### src/rtl/reset_seq_pkg.sv
// Shared types and defaults for the clk_1x reset sequencer.
// Lock-loss counting is enabled with RESET_SEQ_LOCK_LOSS_COUNT_EN.
package reset_seq_pkg;

  typedef enum logic [1:0] {
    WAIT_LOCK   = 2'd0,
    QUALIFY     = 2'd1,
    RELEASE_SYS = 2'd2,
    RUN         = 2'd3
  } seq_state_e;

  localparam int DEF_LOCK_STABLE_CYCLES = 1024;
  localparam int DEF_CPU_DELAY_CYCLES   = 256;

  function automatic int max_int(input int a, input int b);
    return (a > b) ? a : b;
  endfunction

endpackage

### src/rtl/reset_sequencer_sync_2ff.sv
// Generic two-flop synchroniser, async active-high reset to zero.
// Used to bring the PLL locked status into clk_1x.
module sync_2ff #(
  parameter int W = 1
) (
  input  logic         clk,
  input  logic         rst,
  input  logic [W-1:0] d,
  output logic [W-1:0] q
);

  logic [W-1:0] meta_q;
  logic [W-1:0] sync_q;

  always_ff @(posedge clk or posedge rst) begin
    if (rst) begin
      meta_q <= '0;
      sync_q <= '0;
    end else begin
      meta_q <= d;
      sync_q <= meta_q;
    end
  end

  assign q = sync_q;

endmodule

### src/rtl/reset_sequencer.sv
// Staged system/CPU reset release from PLL lock for clk_1x.
// Define RESET_SEQ_LOCK_LOSS_COUNT_EN to add the lock_loss_count port.
module reset_sequencer
  import reset_seq_pkg::*;
#(
  parameter int LOCK_STABLE_CYCLES = DEF_LOCK_STABLE_CYCLES,
  parameter int CPU_DELAY_CYCLES   = DEF_CPU_DELAY_CYCLES
) (
  input  logic       clk_1x,
  input  logic       reset,
  input  logic       locked,
  input  logic       soft_reset_req,
  output logic       system_reset,
  output logic       cpu_reset,
`ifdef RESET_SEQ_LOCK_LOSS_COUNT_EN
  output logic [7:0] lock_loss_count,
`endif
  output logic       ready
);

  localparam int CNT_MAX = max_int(LOCK_STABLE_CYCLES, CPU_DELAY_CYCLES);
  localparam int CW      = $clog2(CNT_MAX + 1);
  localparam logic [CW-1:0] QUAL_LAST = CW'(LOCK_STABLE_CYCLES - 1);
  localparam logic [CW-1:0] CPU_LAST  = CW'(CPU_DELAY_CYCLES - 1);

  logic          locked_sync;
  seq_state_e    state_q, state_d;
  logic [CW-1:0] cnt_q, cnt_d;
  logic          sys_rst_q, sys_rst_d;
  logic          cpu_rst_q, cpu_rst_d;
  logic          ready_q, ready_d;

  sync_2ff #(.W(1)) u_lock_sync (
    .clk (clk_1x),
    .rst (reset),
    .d   (locked),
    .q   (locked_sync)
  );

  always_comb begin
    state_d = state_q;
    cnt_d   = cnt_q;
    unique case (state_q)
      WAIT_LOCK: begin
        cnt_d = '0;
        if (locked_sync) state_d = QUALIFY;
      end
      QUALIFY: begin
        if (!locked_sync) begin
          state_d = WAIT_LOCK;
          cnt_d   = '0;
        end else if (cnt_q == QUAL_LAST) begin
          state_d = RELEASE_SYS;
          cnt_d   = '0;
        end else begin
          cnt_d = cnt_q + 1'b1;
        end
      end
      RELEASE_SYS: begin
        // Lock loss outranks a coincident soft request.
        if (!locked_sync) begin
          state_d = WAIT_LOCK;
          cnt_d   = '0;
        end else if (soft_reset_req) begin
          state_d = QUALIFY;
          cnt_d   = '0;
        end else if (cnt_q == CPU_LAST) begin
          state_d = RUN;
          cnt_d   = '0;
        end else begin
          cnt_d = cnt_q + 1'b1;
        end
      end
      RUN: begin
        if (!locked_sync) begin
          state_d = WAIT_LOCK;
          cnt_d   = '0;
        end else if (soft_reset_req) begin
          state_d = QUALIFY;
          cnt_d   = '0;
        end
      end
    endcase
  end

  always_comb begin
    sys_rst_d = !(state_d == RELEASE_SYS || state_d == RUN);
    cpu_rst_d = (state_d != RUN);
    ready_d   = (state_d == RUN);
  end

  always_ff @(posedge clk_1x or posedge reset) begin
    if (reset) begin
      state_q   <= WAIT_LOCK;
      cnt_q     <= '0;
      sys_rst_q <= 1'b1;
      cpu_rst_q <= 1'b1;
      ready_q   <= 1'b0;
    end else begin
      state_q   <= state_d;
      cnt_q     <= cnt_d;
      sys_rst_q <= sys_rst_d;
      cpu_rst_q <= cpu_rst_d;
      ready_q   <= ready_d;
    end
  end

  assign system_reset = sys_rst_q;
  assign cpu_reset    = cpu_rst_q;
  assign ready        = ready_q;

`ifdef RESET_SEQ_LOCK_LOSS_COUNT_EN
  logic       lost;
  logic [7:0] llc_q, llc_d;

  always_comb begin
    lost  = !locked_sync && (state_q == RELEASE_SYS || state_q == RUN);
    llc_d = llc_q;
    if (lost && llc_q != 8'hFF) llc_d = llc_q + 8'd1;
  end

  always_ff @(posedge clk_1x or posedge reset) begin
    if (reset) llc_q <= '0;
    else       llc_q <= llc_d;
  end

  assign lock_loss_count = llc_q;
`endif

endmodule

### config.mk
export PLATFORM = sky130hd
export DESIGN_NAME = reset_sequencer
export DESIGN_NICKNAME = d
export VERILOG_FILES = /design/src/rtl/reset_seq_pkg.sv /design/src/rtl/reset_sequencer_sync_2ff.sv /design/src/rtl/reset_sequencer.sv
export SDC_FILE = /design/constraint.sdc
export NUM_CORES = 1
export LEC_CHECK = 0
export ABC_AREA = 1
export CAP_MARGIN = 15
export CORE_UTILIZATION = 57
export CTS_BUF_LIST = sky130_fd_sc_hd__clkbuf_16
export DETAILED_ROUTE_END_ITERATION = 6
export GPL_TIMING_DRIVEN = 0
export PLACE_DENSITY_LB_ADDON = 0.08
export SLEW_MARGIN = 20
export SYNTH_ARGS = -nofsm -noshare
export SYNTH_HDL_FRONTEND = slang
export SYNTH_HIERARCHICAL = 1
export SYNTH_SLANG_ARGS = --single-unit
### constraint.sdc
create_clock -name clk_1x -period 1.7 [get_ports clk_1x]
set_input_delay 0.17 -clock clk_1x [delete_from_list [all_inputs] [get_ports clk_1x]]
set_output_delay 0.17 -clock clk_1x [all_outputs]
set_load 0.01 [all_outputs]
==> impl_metrics.toml, run 1 <==
[detailed_routing]
vias = 906
drt-initial-drc-count = 28
ant_nets = 0
met2WireLength_um = 1040
viasPerCell = 5.36
wl_met1_um = 985
wl_per_cell_um = 12.4
wl_met3_um = 55
drc_errors = 0
routed_wl_um = 2100
dr.pass1.iters = 4
top_layer = "met4"

[die]
dieWidth_um = 45.2
num_rows = 15
die_h_um = 45.2
die-area_um2 = 2040
initial_core_util_pct = 60.9
num_io_pins = 7
coreArea_um2 = 1750

[grt]
grt-ovfl-total = 0
grt_pass1_wl_um = 3470
antenna_found_initial = 0
track_usage_pct = 23.7
grt_pass1_vias = 818
grt_max_degree = 17

[final_layout]
final_nets = 154
fillers = 150
layout_common_cells = "nand2_1, inv_1, dfrtp_1"
final_common_cell = "nand2_1"
design_area_um2 = 1230
area_growth_pct = 16.0
final_cells = 169
diodes = 0
drive_gt1_share_pct = 15.3

[yosys]
synth_edf_count = 0
syn_area_per_cell_um2 = 7.94
async_flop_share_pct = 100
synth.top_cell.area_share_pct = 37.6
yosysSeqAreaShare_pct = 42.6
ys_ff_latch = 18
synthCells = 134
synthFlopType = "dfrtp_1"
yosysWarnings = 6
syn-cell-area_um2 = 1060
yosys-top-cells-area = "dfrtp_1, nand2_1, inv_1, ha_1, dfstp_2"
syn_nets = 143
yosysTopAreaCell = "dfrtp_1"
ys_types = 23

[clock_tree]
cts_hold_buf = 0
path_clk_slew_ps = 50
cts.sinks = 18
cts_tree = "yes"
clockBufferDepth = 2
cts_setup_buffers = 0
cts_buffers = 3
cts_resized = 0
htreeDepth = 1
cts-root-buf = "clkbuf_16"
insertion_delay_ps = 250

[placed_design]
placed_cell_area_um2 = 1150
hpwl_um = 1610
portBuffers = 6
dp_cells = 165
finalWeightedCongestion = 0.829
post-place-ws_ps = 143

[setup_path]
cp-start-kind = "register"
arrival_ps = 1650
crit_required_ps = 1830
path_max_fanout = 7
end_kind = "register"
crit_type = "reg2reg"

[sta]
setup_ws_ps = 179
period_minus_slack_ps = 1520
setup_viol = 0
hold_viol = 0
post-route-period-util_pct = 89.5
worstMarginPinSlew_ps = 623
fmax_ghz = 0.658
drv_slew = 0
skew_ps = 1.50
finalSetupTns_ps = 0
grt_setup_unrepaired = "false"
maxSlewHeadroom_pct = 58.4

[hold_path]
hold_class = "in2async"

[flow_run]
maxCapViolCount = 0

[pwr]
total_power_uw = 1280
power_density_nw_per_um2 = 1040
p_leak_uw = 0.000585
peakVddDrop_mv = 0.798

[run_status]
status = "finished, final reports clean"
[per-layer routing]
metal	track usage [%]	vias up
li1	-	457
met1	31.1	430
met2	40.3	15
met3	3.60	4
met4	7.27	0
met5	0	-
[state kept, by name, summed over array words and instances (netlist names)]
name / flops
u_lock_sync/q: 1
u_lock_sync/meta_q: 1
cnt_q: 11
ready: 1
system_reset: 1
state_q: 2
cpu_reset: 1
[per-stage QoR]
step | util, % | hold slack, ps
detailed placement | 66.2 | 336
finish | 70.7 | 96.0
CTS | 70.7 | 94.1
global placement | 66.2 | 333
global route | 70.7 | 136
floorplan | - | -88.8
[path summary, 6_finish.rpt]
kind | start | endpoint | slack [ps] | depth (start not counted)
max in group asynchronous | reset | cnt_q[9]$_DFFE_PP0P_ | 970 | 2
max | state_q[0]$_DFF_PP0_ | state_q[1]$_DFF_PP0_ | 180 | 7
min reg2reg | u_lock_sync/meta_q$_DFF_PP0_ | u_lock_sync/q$_DFF_PP0_ | 350 | 0
min | reset | u_lock_sync/meta_q$_DFF_PP0_ | 100 | 2
min in group clk_1x | u_lock_sync/meta_q$_DFF_PP0_ | u_lock_sync/q$_DFF_PP0_ | 350 | 0
max reg2reg | state_q[0]$_DFF_PP0_ | state_q[1]$_DFF_PP0_ | 180 | 7
[power breakdown]
group	switching (µW)	internal, µW
clock network	156	313
logic	217	114
registers	30.5	452
[cell families after synthesis]
kind of cell | Yosys count | share of synthesized area [%]
simple gates | 71 | 33.5
compound gates | 19 | 9.53
buf+inv | 19 | 6.82
flops | 18 | 42.6
fa+ha+maj | 5 | 5.88
xor+xnor | 2 | 1.65
[worst max-delay path, cell delays in order, from the launching register on]
cell	delay, ps
dfrtp_1	440
ha_1	230
nand3_1	120
inv_1	140
nor3_1	210
nor2_1	70
nand2_1	130
inv_1	70
[Yosys cell counts (3+ instances only)]
master and number:
o21ai_1 4, nand3_1 10, a21oi_1 10, nand4_1 5, nor2_1 11, inv_1 17
nand2_2 7, ha_1 5, dfrtp_1 16, nand3_2 3, nand2_1 29
[layout make-up]
cell class	count	area [µm²]	share of cell area (%)
Buffer	1	5.00	0.406
Clock buffer	3	75.1	6.09
Clock inverter	1	3.75	0.304
Inverter	18	67.6	5.48
Multi-Input combinational cell	97	538	43.6
Sequential cell	18	453	36.7
Tap cell	25	31.3	2.54
Timing Repair Buffer	6	60.1	4.87
Note: power is estimated with default switching activity, not from simulation.
==> inputs of run 2 (changes only) <==
- ABC_AREA: 1 -> 0
==> run 2 against run 1 <==
Compared with the run above: the flow now finishes with violations (negative setup slack); clock skew is 2.9 ps higher; cell count is 5.3% higher; synthesized cell count is 3.7% lower; highest routed layer unchanged.
==> impl_metrics.toml, run 2 <==
[setup_path]
cp-start-kind = "register"
crit_type = "reg2reg"
slowest_delay_ps = 400
path_buf_inv = 0
cp_slowest_cell = "a22oi_4"
path_max_fanout = 8
crit_start = "cnt_q[1]$_DFFE_PP0P_"
end_kind = "register"
crit_required_ps = 1820
timing.rr.end = "cnt_q[9]$_DFFE_PP0P_"
cp_top_family = "simple AND/OR/NAND/NOR gates"
rr_worst_depth = 5
arrival_ps = 1900
path_cells = "ha_4 -> and3_1 -> nand4b_1 -> a22oi_4 -> o21ai_1"
r2r_slack_ps = -90
r2r_start = "cnt_q[1]$_DFFE_PP0P_"

[final_layout]
diodes = 0
design_area_um2 = 1560
fillers = 91
regMostFlops = "cnt_q"
largestRegisters = "cnt_q (11), state_q (2)"
final_nets = 163
layout_common_cells = "buf_4, nand2_1, dfrtp_1"
drive_gt1_share_pct = 31.4
final_common_cell = "buf_4"
largest_reg_flops = 11
area_growth_pct = 34.0

[sta]
period_minus_slack_ps = 1790
fmax_ghz = 0.560
setup_viol = 8
drv_slew = 0
finalSetupTns_ps = -508
skew_ps = 4.44
post-route-period-util_pct = 105
maxSlewHeadroom_pct = 60.1
worstMarginPinSlew_ps = 598
setup_ws_ps = -85.7
grt_setup_unrepaired = "true"
hold_viol = 0

[yosys]
yosys-top-cells-area = "dfrtp_1, ha_1, dfstp_2, nand2_1, o21ai_1"
synthXorXnorAreaFrac_pct = 0
synth_fa_ha_area_share_pct = 5.37
ys_top_cells_by_count = "dfrtp_1, nand2_1, inv_1, o21ai_1, nor2_1"
synth_edf_count = 0
synthCells = 129
ys_ff_latch = 18
synthMuxAreaShare_pct = 0.967
async_flop_share_pct = 100
synth_compound_area_share_pct = 21.5
syn-cell-area_um2 = 1160
synth_top_family_by_area = "simple AND/OR/NAND/NOR gates"
synth.top_cell.area_share_pct = 34.4
synth.most_common_cell = "dfrtp_1"
yosysSeqAreaShare_pct = 38.9
yosysWarnings = 6
synthSimpleGateAreaFrac_pct = 29.8
ys_types = 40
synthFlopType = "dfrtp_1"
syn_nets = 138
yosysTopAreaCell = "dfrtp_1"
syn_area_per_cell_um2 = 9.03

[die]
coreArea_um2 = 1820
dieWidth_um = 47.2
die_h_um = 47.2
die-area_um2 = 2230
num_rows = 15
num_io_pins = 7
initial_core_util_pct = 64.0

[grt]
grt-ovfl-total = 0
grt_pass1_vias = 1036
grt_max_degree = 17
antenna_found_initial = 0
track_usage_pct = 31.4
grt_pass1_wl_um = 4740

[pwr]
p_leak_uw = 0.000619
switching_share_pct = 30.0
p_comb_share_pct = 28.9
peakVddDrop_mv = 0.995
power_density_nw_per_um2 = 853
internal-power_uw = 932
p_switching_uw = 400
seqPwrFrac_pct = 35.9
total_power_uw = 1330
p_clk_share_pct = 35.2

[clock_tree]
path_clk_slew_ps = 50
cts_hold_buf = 0
cts_buffers = 3
cts-root-buf = "clkbuf_16"
insertion_delay_ps = 250
cts.sinks = 18
htreeDepth = 1
cts_tree = "yes"
clockBufferDepth = 2

[detailed_routing]
ant_nets = 0
drc_errors = 0
viasPerCell = 6.70
wl_per_cell_um = 19.3
drt-initial-drc-count = 75
routed_wl_um = 3430
dr.pass1.iters = 5
vias = 1193

[run_status]
violations = "negative setup slack"
status = "finished with violations"

[flow_run]
maxCapViolCount = 0

[placed_design]
hpwl_um = 1800
portBuffers = 6
finalWeightedCongestion = 0.869
placed_cell_area_um2 = 1260

[hold_path]
hold_class = "in2async"
[run 2: cell count changes after synthesis, moves of 4 or more]
cell	change
nand2_1	-16
inv_1	-9
a21oi_1	-7
nand2_2	-7
nand3_1	-7
nor2_1	-5
nor2b_1	+5
and3_1	+4
nand2b_1	+4
o21ai_1	+4
[run 2: worst max-delay path by stage]
stage	endpoint	slack, ps	cells after the start
after CTS	cnt_q[1]$_DFFE_PP0P_	-10	5
after detailed placement	cnt_q[0]$_DFFE_PP0P_	-220	5
final	cnt_q[9]$_DFFE_PP0P_	-90	5
after global routing	cnt_q[9]$_DFFE_PP0P_	-150	5
after global placement	cnt_q[9]$_DFFE_PP0P_	-190	5
after floorplan	cnt_q[5]$_DFFE_PP0P_	-30	5
[run 2: final cells by class]
cell class,instances,area [µm²],area share (%)
Buffer,2,11.3,0.721
Clock buffer,3,75.1,4.81
Clock inverter,1,3.75,0.240
Inverter,8,30.0,1.92
Multi-Input combinational cell,100,776,49.7
Sequential cell,18,462,29.6
Tap cell,25,31.3,2.00
Timing Repair Buffer,21,173,11.1
[run 2: cell families after synthesis]
group	count (synthesis)
buf+inv	11
simple gates	59
compound gates	35
flops	18
fa+ha+maj	5
mux	1
[run 2: stage by stage]
stage | hold slack [ps] | worst slack, ps | instances | util, %
2_1_floorplan | -88.8 | -26.1 | 129 | -
3_3_place_gp | 337 | -185 | 160 | 69.1
3_5_place_dp | 336 | -219 | 160 | 69.1
4_1_cts | 125 | -11.2 | 171 | 79.5
5_1_grt | 127 | -147 | 178 | 85.8
6_report | 107 | -85.7 | 178 | 85.8
[run 2: worst reg2reg max path, delay by kind of cell (launching register included)]
kind                       cells  cell delay, ps
DFF                            1             390
AOI/OAI and AO/OA              2             520
adders and majority gates      1             170
and+or+nand+nor                2             590
[run 2: what timing repair did]
| action | in CTS | in global routing |
|---|---|---|
| gates resized for setup | 14 | 18 |
| buffers inserted | 8 | 7 |
| pin swaps | 8 | 6 |
| endpoints found under the setup margin | 14 | 13 |
[run 2: power by group through the flow]
stage,Sequential [µW],Combinational [µW],Clock [µW]
floorplan,481,198,0
global placement,486,238,0
detailed placement,487,250,0
CTS,475,325,475
global route,481,414,498
finish,479,384,469
[run 2: routing by layer]
metal,GRT usage [%],vias up,part of all wire (%)
met4,14.3,0,1.3
li1,-,533,-
met1,42.9,573,41
met5,0,-,0
met3,8.85,10,8.4
met2,46.4,77,49
